### src/rtl/loop_sequencer.sv
// ============================================================================
// Module      : loop_sequencer
// Description : Three-level loop-nest sequencer. Walks a state-table body of
//               cfg_nstate entries (base cfg_base) for every point of an
//               i/j/k iteration space and emits one beat per table entry,
//               honouring downstream stall, then drains the PE pipeline for
//               DRAIN_CYC cycles before pulsing done.
//               Optional macro LOOP_SEQ_PERF_EN adds run_cycles and
//               stall_cycles performance counters.
// Revision    : 1.0 - initial release
// ============================================================================
`default_nettype none

module loop_sequencer #(
  parameter int ADDR_W    = 5,
  parameter int ITR_W     = 32,
  parameter int DRAIN_CYC = 4
) (
  input  logic              clk,
  input  logic              rst,
  input  logic              start,
  input  logic              abort,
  input  logic [ADDR_W-1:0] cfg_base,
  input  logic [ADDR_W-1:0] cfg_nstate,
  input  logic [ITR_W-1:0]  cfg_bound_i,
  input  logic [ITR_W-1:0]  cfg_bound_j,
  input  logic [ITR_W-1:0]  cfg_bound_k,
  input  logic              stall,
  output logic [ADDR_W-1:0] smart_ptr,
  output logic [ITR_W-1:0]  itr_i,
  output logic [ITR_W-1:0]  itr_j,
  output logic [ITR_W-1:0]  itr_k,
  output logic              valid,
  output logic              busy,
  output logic              done,
  output logic              err
`ifdef LOOP_SEQ_PERF_EN
  ,
  output logic [31:0]       run_cycles,
  output logic [31:0]       stall_cycles
`endif
);

  typedef enum logic [1:0] {
    ST_IDLE  = 2'd0,
    ST_RUN   = 2'd1,
    ST_DRAIN = 2'd2,
    ST_DONE  = 2'd3
  } state_t;

  localparam logic [ADDR_W-1:0] ADDR_ONE   = {{(ADDR_W-1){1'b0}}, 1'b1};
  localparam logic [ITR_W-1:0]  ITR_ONE    = {{(ITR_W-1){1'b0}}, 1'b1};
  // Drain counter is loaded with DRAIN_CYC-1 and counts down to zero.
  localparam logic [7:0]        DRAIN_LAST = (DRAIN_CYC > 0) ? 8'(DRAIN_CYC - 1) : 8'd0;

  state_t            state_q, state_d;
  logic [ADDR_W-1:0] base_q, base_d;
  logic [ADDR_W-1:0] last_s_q, last_s_d;
  logic [ITR_W-1:0]  last_i_q, last_i_d;
  logic [ITR_W-1:0]  last_j_q, last_j_d;
  logic [ITR_W-1:0]  last_k_q, last_k_d;
  logic [ADDR_W-1:0] s_q, s_d;
  logic [ITR_W-1:0]  i_q, i_d;
  logic [ITR_W-1:0]  j_q, j_d;
  logic [ITR_W-1:0]  k_q, k_d;
  logic [ADDR_W-1:0] ptr_q, ptr_d;
  logic              valid_q, valid_d;
  logic              busy_q, busy_d;
  logic              done_q, done_d;
  logic              err_q, err_d;
  logic [7:0]        drain_q, drain_d;
`ifdef LOOP_SEQ_PERF_EN
  logic [31:0]       run_q, run_d;
  logic [31:0]       stl_q, stl_d;
`endif

  logic cfg_ok;
  logic last_beat;

  // A start is only legal when every trip count and the body length are nonzero.
  assign cfg_ok    = (cfg_nstate != '0) && (cfg_bound_i != '0) &&
                     (cfg_bound_j != '0) && (cfg_bound_k != '0);
  // Comparing against latched bound-1 keeps the maximum bound overflow-free.
  assign last_beat = (s_q == last_s_q) && (k_q == last_k_q) &&
                     (j_q == last_j_q) && (i_q == last_i_q);

  // Next-state and next-output computation for the sequencer.
  always_comb begin
    state_d  = state_q;
    base_d   = base_q;
    last_s_d = last_s_q;
    last_i_d = last_i_q;
    last_j_d = last_j_q;
    last_k_d = last_k_q;
    s_d      = s_q;
    i_d      = i_q;
    j_d      = j_q;
    k_d      = k_q;
    ptr_d    = ptr_q;
    valid_d  = valid_q;
    busy_d   = busy_q;
    done_d   = 1'b0;
    err_d    = 1'b0;
    drain_d  = drain_q;
`ifdef LOOP_SEQ_PERF_EN
    run_d    = run_q;
    stl_d    = stl_q;
`endif

    case (state_q)
      ST_IDLE: begin
        // abort is meaningless here, so a coincident start always wins.
        if (start) begin
          if (cfg_ok) begin
            state_d  = ST_RUN;
            base_d   = cfg_base;
            last_s_d = cfg_nstate - ADDR_ONE;
            last_i_d = cfg_bound_i - ITR_ONE;
            last_j_d = cfg_bound_j - ITR_ONE;
            last_k_d = cfg_bound_k - ITR_ONE;
            s_d      = '0;
            i_d      = '0;
            j_d      = '0;
            k_d      = '0;
            ptr_d    = cfg_base;
            valid_d  = 1'b1;
            busy_d   = 1'b1;
`ifdef LOOP_SEQ_PERF_EN
            run_d    = '0;
            stl_d    = '0;
`endif
          end else begin
            err_d = 1'b1;
          end
        end
      end

      ST_RUN: begin
`ifdef LOOP_SEQ_PERF_EN
        if (run_q != '1) run_d = run_q + 32'd1;
        if (stall && (stl_q != '1)) stl_d = stl_q + 32'd1;
`endif
        if (abort) begin
          state_d = ST_IDLE;
          valid_d = 1'b0;
          busy_d  = 1'b0;
          s_d     = '0;
          i_d     = '0;
          j_d     = '0;
          k_d     = '0;
          ptr_d   = '0;
        end else if (!stall) begin
          if (last_beat) begin
            valid_d = 1'b0;
            s_d     = '0;
            i_d     = '0;
            j_d     = '0;
            k_d     = '0;
            ptr_d   = '0;
            if (DRAIN_CYC == 0) begin
              state_d = ST_DONE;
              done_d  = 1'b1;
            end else begin
              state_d = ST_DRAIN;
              drain_d = DRAIN_LAST;
            end
          end else begin
            // Innermost first: table offset, then k, then j, then i.
            if (s_q == last_s_q) begin
              s_d = '0;
              if (k_q == last_k_q) begin
                k_d = '0;
                if (j_q == last_j_q) begin
                  j_d = '0;
                  i_d = i_q + ITR_ONE;
                end else begin
                  j_d = j_q + ITR_ONE;
                end
              end else begin
                k_d = k_q + ITR_ONE;
              end
            end else begin
              s_d = s_q + ADDR_ONE;
            end
            ptr_d = base_q + s_d;
          end
        end
      end

      ST_DRAIN: begin
        if (abort) begin
          state_d = ST_IDLE;
          busy_d  = 1'b0;
        end else if (drain_q == 8'd0) begin
          state_d = ST_DONE;
          done_d  = 1'b1;
        end else begin
          drain_d = drain_q - 8'd1;
        end
      end

      default: begin
        state_d = ST_IDLE;
        busy_d  = 1'b0;
      end
    endcase
  end

  // State and output registers with synchronous active-low reset.
  always_ff @(posedge clk) begin
    if (!rst) begin
      state_q  <= ST_IDLE;
      base_q   <= '0;
      last_s_q <= '0;
      last_i_q <= '0;
      last_j_q <= '0;
      last_k_q <= '0;
      s_q      <= '0;
      i_q      <= '0;
      j_q      <= '0;
      k_q      <= '0;
      ptr_q    <= '0;
      valid_q  <= 1'b0;
      busy_q   <= 1'b0;
      done_q   <= 1'b0;
      err_q    <= 1'b0;
      drain_q  <= '0;
`ifdef LOOP_SEQ_PERF_EN
      run_q    <= '0;
      stl_q    <= '0;
`endif
    end else begin
      state_q  <= state_d;
      base_q   <= base_d;
      last_s_q <= last_s_d;
      last_i_q <= last_i_d;
      last_j_q <= last_j_d;
      last_k_q <= last_k_d;
      s_q      <= s_d;
      i_q      <= i_d;
      j_q      <= j_d;
      k_q      <= k_d;
      ptr_q    <= ptr_d;
      valid_q  <= valid_d;
      busy_q   <= busy_d;
      done_q   <= done_d;
      err_q    <= err_d;
      drain_q  <= drain_d;
`ifdef LOOP_SEQ_PERF_EN
      run_q    <= run_d;
      stl_q    <= stl_d;
`endif
    end
  end

  assign smart_ptr = ptr_q;
  assign itr_i     = i_q;
  assign itr_j     = j_q;
  assign itr_k     = k_q;
  assign valid     = valid_q;
  assign busy      = busy_q;
  assign done      = done_q;
  assign err       = err_q;
`ifdef LOOP_SEQ_PERF_EN
  assign run_cycles   = run_q;
  assign stall_cycles = stl_q;
`endif

endmodule

`default_nettype wire

### config.mk
export PLATFORM = sky130hd
export DESIGN_NAME = loop_sequencer
export DESIGN_NICKNAME = d
export VERILOG_FILES = /design/src/rtl/loop_sequencer.sv
export SDC_FILE = /design/constraint.sdc
export NUM_CORES = 1
export LEC_CHECK = 0
export BUFFER_PORTS_ARGS = -buffer_cell sky130_fd_sc_hd__buf_2
export CORE_MARGIN = 2
export CORE_UTILIZATION = 51
export CTS_CLUSTER_SIZE = 24
export DETAILED_ROUTE_END_ITERATION = 7
export GPL_TIMING_DRIVEN = 0
export PLACE_DENSITY = 0.76
export SYNTH_ARGS = -nofsm -noshare
export SYNTH_HDL_FRONTEND = slang
export SYNTH_SLANG_ARGS = --single-unit
export TNS_END_PERCENT = 10
### constraint.sdc
create_clock -name clk -period 2.6 [get_ports clk]
set_clock_uncertainty 0.15 [all_clocks]
set_input_delay 0 -clock clk [delete_from_list [all_inputs] [get_ports clk]]
set_output_delay 0 -clock clk [all_outputs]
set_load 0.01 [all_outputs]
* After elaboration in Yosys (flattened, before gate mapping)
Index checks and enable logic that the tools add are counted.
** Word-level totals
- Word-level logic and storage cells :: 137
- Flip-flop bits (word level) :: 226
** Operators by class
- Add/sub/neg operators :: 10
- Equal/unequal tests :: 20
- Bitwise gates (word level) :: 2
- Reduce and logical (&&, ||, !) cells :: 26
- Mux-type cells :: 63
** Operator list (count)
- $mux 32 :: 19
- $pmux 32 s2 :: 3
- $add 32x1->32 const B :: 3
- $eq 32x32->1 :: 3
- $reduce_bool 32->1 :: 3
- $sub 32x1->32 const B :: 3
- $mux 5 :: 15
- $mux 8 :: 5
- $pmux 5 s2 :: 2
- $pmux 8 s2 :: 1
- $reduce_and 5->1 :: 3
- $mux 2 :: 7
- $ne 2x2->1 const B :: 7
- $ne 4x4->1 const B :: 3
- $reduce_and 6->1 :: 2
- $ne 3x3->1 const B :: 3
- $reduce_and 3->1 :: 3
- $logic_not 8->1 :: 1
- $mux 1 :: 8
- $sub 8x1->8 const B :: 1
- $reduce_and 7->1 :: 1
- $logic_and 1x1->1 :: 6
- $pmux 2 s3 :: 1
- $add 5x1->5 const B :: 1
- other kinds (14) :: 17

* Longest topological paths before layout
Gate-level depths: netlist (run 1).
- Depth in word-level cells :: 13
- Mapped depth :: 12

* Worst setup path before layout (run 1)
Ideal clock, no wire load.
- Path kind :: reg2reg
- From :: reg s_q[0]
- To :: reg ptr_q[4], in the netlist smart_ptr[4]
- Data arrival time :: 2572 ps
- Period minus slack after synthesis :: 2845 ps
- Cell stages (with the launch flop) :: 13
- Path slack :: -245 ps
- Path through :: dfxtp_1 -> xor2_1 -> nor3_1 -> and2_1 -> clkbuf_1 -> nor2_1 -> ha_1 -> fa_1 -> maj3_1 -> a21oi_1 -> xnor2_1 -> a221oi_1 -> nor2_1
** Between the ends
- Word-level cells in the longest chain between the ends :: 11
- Elaborated cells on any way between the ends :: 15
- Classes of those cells :: 2 x add/sub; 1 x eq/ne; 9 x mux; 3 x reduce/logical
** Ends and longest elaborated chain
- start, declared :: RTL line 62 : logic [ADDR_W-1:0] s_q, s_d;
- start signal, assigned :: RTL line 218 : s_q <= '0;
- start signal, assigned :: RTL line 239 : s_q <= s_d;
- $add 5x1->5 or $eq 5x5->1 (tied branches) :: RTL line 183, 84, 169
- $mux 5 :: RTL line 169 : if (s_q == last_s_q) begin
- $mux 5 :: RTL line 153 : if (last_beat) begin
- $mux 5 :: RTL line 152 : end else if (!stall) begin
- $mux 5 :: RTL line 143 : if (abort) begin
- $mux 5 :: RTL line 110 : case (state_q)
- $add 5x5->5 :: RTL line 185 : ptr_d = base_q + s_d;
- $mux 5 * :: RTL line 153
- $mux 5 * :: RTL line 152
- $mux 5 * :: RTL line 143
- $pmux 5 s2 * :: RTL line 110
- end signal, assigned :: RTL line 243 : ptr_q <= ptr_d;
- end, declared :: RTL line 66 : logic [ADDR_W-1:0] ptr_q, ptr_d;
Mark *: on every way between the ends. The rest lies on a longest branch, timed or not. The select of a mux whose other input is x is not followed.
A chain may end at the register's enable or synchronous reset.

* Worst setup path after layout (run 1)
- From :: reg s_q[2]
- To :: reg ptr_q[4], in the netlist smart_ptr[4]
Same word-level chain as after synthesis.

==> results of run 1 <==
==> final cells by class <==
| type | instances | share of cell area [%] |
|---|---|---|
| multi-input cells | 1183 | 46.5 |
| flip-flops and latches | 226 | 25.8 |
| repair buffers | 415 | 16.9 |
| inverters | 26 | 0.570 |
| clock inverters | 9 | 1.11 |
| plain buffers | 71 | 2.71 |
| clock buffers | 37 | 4.17 |
| well taps | 324 | 2.25 |
==> kinds of logic after synthesis <==
family / synth area share [%]
AND/OR/NAND/NOR: 27.2
XOR/XNOR: 18.0
flip-flops: 36.1
AO/OA/AOI/OAI: 12.0
buffers and inverters: 3.63
adder cells (fa/ha/maj): 2.42
multiplexers: 0.639
==> path summary, 6_finish.rpt <==
path             endpoint  cells past startpoint
max          smart_ptr[4]                     11
min           last_j_q[8]                      5
max reg2reg  smart_ptr[4]                     11
min reg2reg     itr_k[25]                      2
==> cells in the final DEF, fill, tap and decap left out, drive strengths merged, types with 8 or more instances in the layout <==
cell	synthesis	final
a211oi	93	93
a21oi	30	30
a311oi	10	10
and2	13	13
and3	30	30
buf	32	286
clkbuf	47	74
dfxtp	226	226
dlygate4sd3	0	161
ha	21	21
inv	24	25
mux2i	8	8
nand2	79	79
nand2b	9	9
nand3	46	46
nand4	75	75
nor2	256	256
nor3	45	45
nor4	40	40
o211ai	15	15
o21ai	32	32
o31ai	11	11
or3	25	25
or4	22	22
xnor2	182	182
xor2	75	75
==> registers in the layout, indices dropped and copies added, names as in the netlist, 8 cells and up <==
register and flops:
last_j_q 32, itr_k 32, itr_i 32, itr_j 32
drain_q 8, last_i_q 32, last_k_q 32
==> worst max-delay path: stages, from the launching register on <==
cell,delay (ns)
dfxtp_4,0.36
xor2_2,0.18
nor3_2,0.23
and2_4,0.22
nor2_4,0.05
ha_4,0.16
fa_2,0.34
maj3_2,0.32
a21oi_2,0.17
xnor2_1,0.11
a221oi_2,0.28
nor2_1,0.07
==> power breakdown <==
group          switching (W)  internal, W
Combinational        0.00274      0.00191
Sequential          0.000502      0.00396
Clock                0.00151      0.00259
==> per-layer routing <==
layer	vias to the layer above	track usage [%]	routed length [um]
met1	6666	42.1	17900
met5	-	0	11
li1	6292	-	-
met4	2	16.4	3040
met2	909	58.1	22600
met3	274	6.43	5060
==> through the flow <==
stage	setup TNS (ns)	area, sq um	std cells	hold WS [ns]
floorplan	-7.15	12600	1514	-0.0544
global placement	-174.34	14100	2053	0.0612
detailed placement	-179.57	14100	2053	0.0636
CTS	-1.81	17300	2278	0.0263
global route	-8.19	18000	2291	0.0778
finish	-2.85	18000	2291	0.0269
==> repair_timing <==
action,CTS,global route
endpoints found under the hold margin,134,1
gates resized for setup,146,156
cloned,0,2
setup endpoints to repair,223,223
buffers inserted,21,14
hold buffers,164,1
pin swaps,28,35
==> results.md, run 1 <==
* Worst-path maximum fanout at 4
* Worst setup startpoint: s_q[2]
* Largest net degree at the start of global routing at 14
* Setup WS pre-CTS at -1.07 ns
* Post-layout min period at 2.74 ns
* Post-Syn Nets at 1,647
* I/O Buffers at 215
* Fill count at 1,623
* DRC Markers at 0
* Flops & latches, synth at 226
* I/O pin total at 216
* Lkg Pwr at 6.66 nW
* Most common flop cell mapped by yosys: dfxtp_1
* Routed len/inst at 21.2 um
* Max-slew headroom at 36.4%
* Antenna violations before repair at 2
* Final Worst Setup Slack at -0.143 ns
* DRT Pass-1 Iters at 6
* Die area at 25,800 sq um
* Critical hold path startpoint: cfg_bound_j[6]
* Top cells by area, synth: dfxtp_1 (36%), xnor2_1 (13%), nor2_1 (7.7%)
* Final Hold Viols at 0
* Vias per cell at 6.17
* Post-synth EDFFs at 0
* Arr. time, crit path at 3.02 ns
* Seq/Total Area, Yosys at 36.1%
* Gr ovfl total at 0
* Share of cells above drive strength 1 at 27.5%
* Worst skew pair latency at 0.54 ns
* CP Class: reg2reg
* Placer congestion estimate at 0.922
* CP startpoint kind: flop
* Post-DRT Antenna Nets at 0
* PwrDens at 734 nW/um^2
* Cell count after synthesis at 1,514
* Failing checks: setup timing
* Pwr Total at 0.0132 W
* Cell Area, Synth at 12,500 sq um
* Area Overhead vs Synth at 43.7%
* Placement Rows at 57
* Clock tree from TritonCTS: yes
* Syn avg cell area at 8.27 sq um
* Final Util at 74.2%
* Async SR Flop Fraction at 0%
* Register area at 4650 sq um
* CTS sink count at 226
* Max Cap Viol at 0
* Total of warnings raised by yosys at 0
* Vias post-DR at 14,100
* Synth top cells by count: nor2_1 (256), dfxtp_1 (226), xnor2_1 (182)
* Worst r2r src: s_q[2]
* H-Tree Depth at 1
* Core area at 24,200 sq um
* Gr usage total at 34.3%
* Final period util at 106%
* Die W at 161 um
* Most common cell in the netlist: nor2_1
* Outcome: finished with violations
* Least-Margin Pin Slew at 0.953 ns
* ANT cells at 0
* Fin nets at 2,081
* Chip Height at 161 um
* Max-slew violations at 0
* Num CTS Buffers at 25
* Max Root-Sink Buffers at 3
* Worst path required time at 2.87 ns
* Fmax achieved at 365 MHz
* Most area-hungry cell type in the Yosys netlist: dfxtp_1
* Root Driver: clkbuf_16
* Worst vdd ir at 0.450 mV
* Critical Path Sink Type: flop
* Initial DRC Count at 1,734
* First-pass GRT wire length at 71.2 mm
* Total wire length at 48.6 mm
* RSZ-0062 raised after global routing: true
* Vias in the first global route at 13,400
* Number of library cell types mapped by synthesis at 59
* Synth top area share at 36.1%
* Worst hold path class: in2reg
* Final HPWL DP at 30.8 mm
* R2R Setup Slk at -0.14 ns
* Multi-input gate area at 8370 sq um
* Clk pin slew, worst setup/hold paths at 0.07 ns
* Initial Utilization at 51.7%
* Finish-stage setup viols at 47
No activity file was read; power rests on OpenSTA's default activity.
==> run 2: changes to the inputs <==
--- a/config.mk
+++ b/config.mk
@@ -7,11 +7,10 @@
 export LEC_CHECK = 0
 export BUFFER_PORTS_ARGS = -buffer_cell sky130_fd_sc_hd__buf_2
 export CORE_MARGIN = 2
-export CORE_UTILIZATION = 51
+export CORE_UTILIZATION = 35
 export CTS_CLUSTER_SIZE = 24
 export DETAILED_ROUTE_END_ITERATION = 7
 export GPL_TIMING_DRIVEN = 0
-export PLACE_DENSITY = 0.76
 export SYNTH_ARGS = -nofsm -noshare
 export SYNTH_HDL_FRONTEND = slang
 export SYNTH_SLANG_ARGS = --single-unit
==> results.md, run 2 (synthesized netlist as in run 1, its figures left out) <==
* Gr usage total at 24.6% (-9.6 points)
* Hold Crit Depth at 5 (unchanged)
* Lkg Pwr at 6.66 nW (about the same)
* Clk pwr share at 29.0% (-2.0 points)
* R2R Setup Slk at -0.09 ns (+0.06 ns)
* Fin nets at 2,095 (+0.67%)
* Placement Rows at 69 (+21%)
* Num CTS Buffers at 27 (+8.0%)
* RSZ-0062 raised after global routing: true
* Max Cap Viol at 0 (unchanged)
* Total wire length at 47.5 mm (-2.3%)
* Max-slew headroom at 35.3% (-1.1 points)
* Clock tree from TritonCTS: yes
* Dpl cells at 2,190 (+6.7%)
* Max-slew violations at 0 (unchanged)
* Worst vdd ir at 0.568 mV (+26%)
* Final Instance Count excl. Fillers at 2,444 (+6.7%)
* I/O pin total at 216 (unchanged)
* Final period util at 103% (-2.2 points)
* Root Driver: clkbuf_16
* DRT Pass-1 Iters at 5 (-1)
* Pwr Total at 0.0128 W (-3.0%)
* Flop pwr share at 34.6% (+0.8 points)
* Die area at 37,300 sq um (+44%)
* Die W at 193 um (+20%)
* Gr ovfl total at 0 (unchanged)
* Final Hold Viols at 0 (unchanged)
* Post-layout min period at 2.69 ns (-0.0579 ns)
* NetSw at 0.00470 W (-1.0%)
* Worst hold path class: in2reg
* Worst r2r src: itr_k[24]
* Arr. time, crit path at 2.97 ns (-0.05 ns)
* Setup WS pre-CTS at -1.31 ns (-0.233 ns)
* Worst skew pair latency at 0.55 ns (about the same)
* Failing checks: setup timing
* Fmax achieved at 372 MHz (+2.2%)
* PwrDens at 709 nW/um^2 (-3.4%)
* Worst-path maximum fanout at 5 (+1)
* I/O Buffers at 215 (unchanged)
* Reg2reg path depth at 10 (-1)
* Max Root-Sink Buffers at 3 (unchanged)
* Post-DRT Antenna Nets at 0 (unchanged)
* First-pass GRT wire length at 71.5 mm (+0.45%)
* Fill count at 3,348 (+110%)
* DRC Markers at 0 (unchanged)
* H-Tree Depth at 1 (unchanged)
* Share of cells above drive strength 1 at 26.7% (-0.78 points)
* Hold Crit Endpoint: last_i_q[18]
* Switch share at 36.7% (+0.74 points)
* Comb pwr share at 36.4% (+1.2 points)
* Core area at 35,400 sq um (+46%)
* Outcome: finished with violations
* CP startpoint kind: flop
* Setup_tns at -0.598 ns (+2.25 ns)
* Largest net degree at the start of global routing at 14 (unchanged)
* Vias in the first global route at 13,000 (-3.1%)
* Commonest non-fill, non-tap cell in the layout: nor2_1
* Critical hold path startpoint: cfg_bound_i[17]
* Vias per cell at 5.46 (-12%)
* Worst path required time at 2.89 ns (+0.02 ns)
* Chip Height at 193 um (+20%)
* Initial DRC Count at 787 (-55%)
* ANT cells at 0 (unchanged)
* Finish-stage setup viols at 16 (-66%)
* CP Class: reg2reg
* Antenna violations before repair at 2 (unchanged)
* Least-Margin Pin Slew at 0.962 ns (+0.00834 ns)
* Initial Utilization at 35.4% (-16 points)
* R2r endpoint: drain_q[5]
* Critical Path Sink Type: flop
* Clk pin slew, worst setup/hold paths at 0.06 ns (about the same)
* Internal power at 0.00812 W (-4.1%)
* Placer congestion estimate at 0.880 (-4.6%)
* CTS sink count at 226 (unchanged)
* Final HPWL DP at 34.2 mm (+11%)
* Vias post-DR at 13,400 (-5.6%)
* Commonest cells after routing, fill and taps aside: nor2_1 (244), buf_2 (224), xnor2_1 (167)
* Final Worst Setup Slack at -0.0852 ns (+0.0579 ns)
* Area Overhead vs Synth at 44.3%
* Routed len/inst at 19.4 um (-8.4%)
run 2: per-stage QoR:
stage | util (%) | hold slack [ns] | cell area (sq um)
floorplan | - | -0.0544 | 12600
global route | 51.1 | 0.00696 | 18100
detailed placement | 40.2 | 0.0729 | 14200
finish | 51.1 | 0.00205 | 18100
global placement | 40.2 | 0.0706 | 14200
CTS | 49.4 | 0.00182 | 17500
run 2: repair_timing:
item                       4_1_cts  5_1_grt
pin swaps                       31       15
hold endpoints to repair       134        0
setup buffers                   26       17
cloned                           0        2
gates resized for setup        167      111
hold buffers                   166        0
setup endpoints to repair      223      222
run 2: power groups by stage:
stage	combinational, W	clock [W]	sequential [W]
after global placement	0.00347	0	0.00446
after floorplan	0.00235	0	0.00435
after detailed placement	0.00352	0	0.00447
final	0.00467	0.00372	0.00443
after global routing	0.00499	0.00391	0.00449
after CTS	0.00418	0.00376	0.00440
run 2: worst max-delay path by stage:
stage,startpoint,slack (ns),endpoint,cells after the start
6_report,itr_k[24],-0.09,drain_q[5],10
5_1_grt,itr_k[2],-0.19,itr_i[5],9
4_1_cts,s_q[0],-0.1,smart_ptr[4],12
3_5_place_dp,itr_i[19],-1.31,itr_i[3],10
3_3_place_gp,cfg_bound_i[23],-1.24,itr_k[1],11
2_1_floorplan,cfg_bound_j[24],-0.16,itr_i[18],10
run 2: layer usage:
metal | track usage [%] | part of all wire [%]
met3 | 3.95 | 7.4
met2 | 41.8 | 47
met5 | 0 | 0.051
met1 | 31.1 | 41
met4 | 10.0 | 3.8
run 2: cell type report:
cell class	instances	area, sq um	share of cell area (%)
buffer	72	509	2.82
timing repair buffer	426	3120	17.2
tap	461	577	3.19
clock buffer	35	756	4.18
multi-input combinational	1183	8270	45.7
inverter	26	103	0.567
sequential	226	4640	25.7
clock inverter	15	110	0.609
run 2: critical path: stages (launching register included):
cell and delay (ns):
dfxtp_2 0.35, xnor2_1 0.21, nand4_1 0.18, nor4_4 0.41, nand3_4 0.18, buf_4 0.23
o31ai_4 0.34, buf_4 0.19, nand4b_1 0.11, xor2_1 0.18, nor2_1 0.05
==> run 3: changes to the inputs <==
--- a/config.mk
+++ b/config.mk
@@ -7,10 +7,11 @@
 export LEC_CHECK = 0
 export BUFFER_PORTS_ARGS = -buffer_cell sky130_fd_sc_hd__buf_2
 export CORE_MARGIN = 2
-export CORE_UTILIZATION = 35
+export CORE_UTILIZATION = 45
 export CTS_CLUSTER_SIZE = 24
 export DETAILED_ROUTE_END_ITERATION = 7
 export GPL_TIMING_DRIVEN = 0
+export PLACE_DENSITY = 0.69
 export SYNTH_ARGS = -nofsm -noshare
 export SYNTH_HDL_FRONTEND = slang
 export SYNTH_SLANG_ARGS = --single-unit
==> results.md, run 3 (synthesized netlist as in run 1, its figures left out) <==
* Placer congestion estimate at 0.916 (+4.2%)
* Placement Rows at 61 (-12%)
* Routed len/inst at 19.7 um (+1.5%)
* CP startpoint kind: flop
* Met2 Wirelength at 22.1 mm (-1.8%)
* Largest net degree at the start of global routing at 14 (unchanged)
* NetSw at 0.00465 W (-1.1%)
* Top Layer Used: met4
* Vias per cell at 5.77 (+5.6%)
* I/O pin total at 216 (unchanged)
* Die W at 171 um (-12%)
* Commonest cells after routing, fill and taps aside: nor2_1 (247), buf_2 (228), xnor2_1 (168)
* Max-slew headroom at 43.1% (+7.8 points)
* Flop pwr share at 34.9% (+0.3 points)
* Root Driver: clkbuf_16
* DRT Pass-1 Iters at 8 (+3)
* Vias in the first global route at 12,800 (-1.3%)
* Num CTS Buffers at 25 (-7.4%)
* Final Worst Setup Slack at -0.119 ns (-0.0336 ns)
* Post-layout min period at 2.72 ns (+0.0336 ns)
* Total wire length at 46.3 mm (-2.4%)
* H-Tree Depth at 1 (unchanged)
* Final Cell Area at 17,900 sq um (-1.2%)
* Placed standard-cell area at 14,100 sq um (-0.73%)
* Comb pwr share at 36.4% (about the same)
* Die area at 29,200 sq um (-22%)
* RSZ-0062 raised after global routing: true
* Hold Slack at 0.0114 ns (+0.00939 ns)
* Crit path top cell by count: buf_6
* Critical Path Sink Type: flop
* Clk pin slew, worst setup/hold paths at 0.07 ns (about the same)
* Clock tree from TritonCTS: yes
* CTS sink count at 226 (unchanged)
* Post-DRT Antenna Nets at 0 (unchanged)
* Clk pwr share at 28.7% (-0.3 points)
* Outcome: finished with violations
* Max Cap Viol at 0 (unchanged)
* Critical Path Max Stage Delay at 0.42 ns (about the same)
* Switch share at 36.6% (-0.085 points)
* Setup_tns at -0.826 ns (-0.228 ns)
* Buf+Inv Stages, Crit Path at 2 (unchanged)
* Antenna violations before repair at 1 (-1)
* Share of cells above drive strength 1 at 26.6% (-0.077 points)
* PwrDens at 712 nW/um^2 (+0.42%)
* Worst skew pair latency at 0.56 ns (about the same)
* Initial DRC Count at 1,258 (+60%)
* First-pass GRT wire length at 68.7 mm (-4.0%)
* Final Hold Viols at 0 (unchanged)
* Fmax achieved at 368 MHz (-1.2%)
* Gr usage total at 29.9% (+5.3 points)
* Critical-path cell list: xnor2_2 -> nand4_1 -> nor4_4 -> nand3_2 -> buf_6 -> o21ai_4 -> nand4b_1 -> buf_6 -> or3_1 -> a21oi_1
* Vias post-DR at 13,500 (+1.5%)
* Area Overhead vs Synth at 42.5%
* Max Root-Sink Buffers at 3 (unchanged)
* Worst hold path class: in2reg
* M1 WL at 18.7 mm (-4.7%)
* Commonest non-fill, non-tap cell in the layout: nor2_1
* Slowest cell on crit path: nor4_4
* Failing checks: setup timing
* Least-Margin Pin Slew at 0.853 ns (-0.109 ns)
* CP Class: reg2reg
* Gr ovfl total at 0 (unchanged)
* Finish-stage setup viols at 13 (-3)
* Initial Utilization at 45.3% (+10 points)
* Internal power at 0.00806 W (-0.69%)
* DRC Markers at 0 (unchanged)
* Worst path required time at 2.93 ns (+0.04 ns)
* Worst vdd ir at 0.597 mV (+5.2%)
* Lkg Pwr at 6.61 nW (-0.75%)
* Core area at 27,600 sq um (-22%)
* Fin nets at 2,086 (-0.43%)
* CP top delay family: simple AND/OR/NAND/NOR gates
* Final HPWL DP at 31.4 mm (-8.2%)
* Max-slew violations at 0 (unchanged)
* Worst-path maximum fanout at 8 (+3)
* Final period util at 105% (+1.3 points)
* Met3 WL at 3.74 mm (+6.5%)
* Arr. time, crit path at 3.05 ns (+0.08 ns)
* I/O Buffers at 215 (unchanged)
* Chip Height at 171 um (-12%)
[run 3: changes by cell type in the layout (fill, tap and decap cells not counted), moves of 4 or more]
cell / before / now
buf_4: 46 / 42
clkinv_2: 11 / 0
buf_2: 224 / 228
nor4_1: 22 / 18
buf_6: 16 / 21
dlygate4sd3_1: 166 / 161
[run 3: worst min-delay path, cell delays in order]
cell	delay, ns
buf_2	0.09
or4_1	0.16
or3_4	0.17
nor4_1	0.05
xnor2_1	0.13
a211oi_1	0.06
[run 3: area by class of cell]
class | count | area, sq um
plain buffers | 72 | 483
clock inverters | 4 | 87.6
repair buffers | 419 | 3060
fillers | 2266 | 9770
inverters | 26 | 103
flip-flops and latches | 226 | 4640
diodes | 1 | 2.50
clock buffers | 40 | 742
well taps | 378 | 473
multi-input cells | 1183 | 8270
[run 3: repair_timing]
| item | in CTS | in global routing |
|---|---|---|
| cloned | 0 | 1 |
| setup buffers | 17 | 25 |
| pin swaps | 18 | 33 |
| hold buffers | 160 | 1 |
| setup endpoints to repair | 223 | 223 |
| endpoints found under the hold margin | 134 | 1 |
| resized for setup | 109 | 173 |
[run 3: final timing paths]
check,cells after the start,startpoint,to,slack [ns]
hold reg to reg,2,state_q[1],state_q[1],0.35
hold / removal,6,cfg_bound_k[17],last_k_q[26],0.01
setup / recovery,10,itr_k[21],itr_i[31],-0.12
setup reg to reg,10,itr_k[21],itr_i[31],-0.12
[run 3: layer usage]
metal / up-vias / track usage, %
li1: 6294 / -
met1: 6489 / 37.1
met2: 629 / 51.0
met3: 136 / 5.39
met4: 0 / 12.6
met5: - / 0
[run 3: through the flow]
step | setup WS, ns | total power, W | utilization [%] | cells
after floorplan | -0.160 | 0.00670 | - | 1514
after global placement | -1.17 | 0.00784 | 51.1 | 2107
after detailed placement | -1.23 | 0.00790 | 51.1 | 2107
after CTS | -0.124 | 0.0120 | 61.6 | 2321
after global routing | -0.191 | 0.0132 | 64.6 | 2348
final | -0.119 | 0.0127 | 64.6 | 2349
[run 3: power groups by stage]
stage / clock [W] / combinational [W] / sequential, W
2_1_floorplan: 0 / 0.00235 / 0.00435
3_3_place_gp: 0 / 0.00339 / 0.00445
3_5_place_dp: 0 / 0.00344 / 0.00447
4_1_cts: 0.00366 / 0.00398 / 0.00439
5_1_grt: 0.00380 / 0.00492 / 0.00448
6_report: 0.00365 / 0.00463 / 0.00444
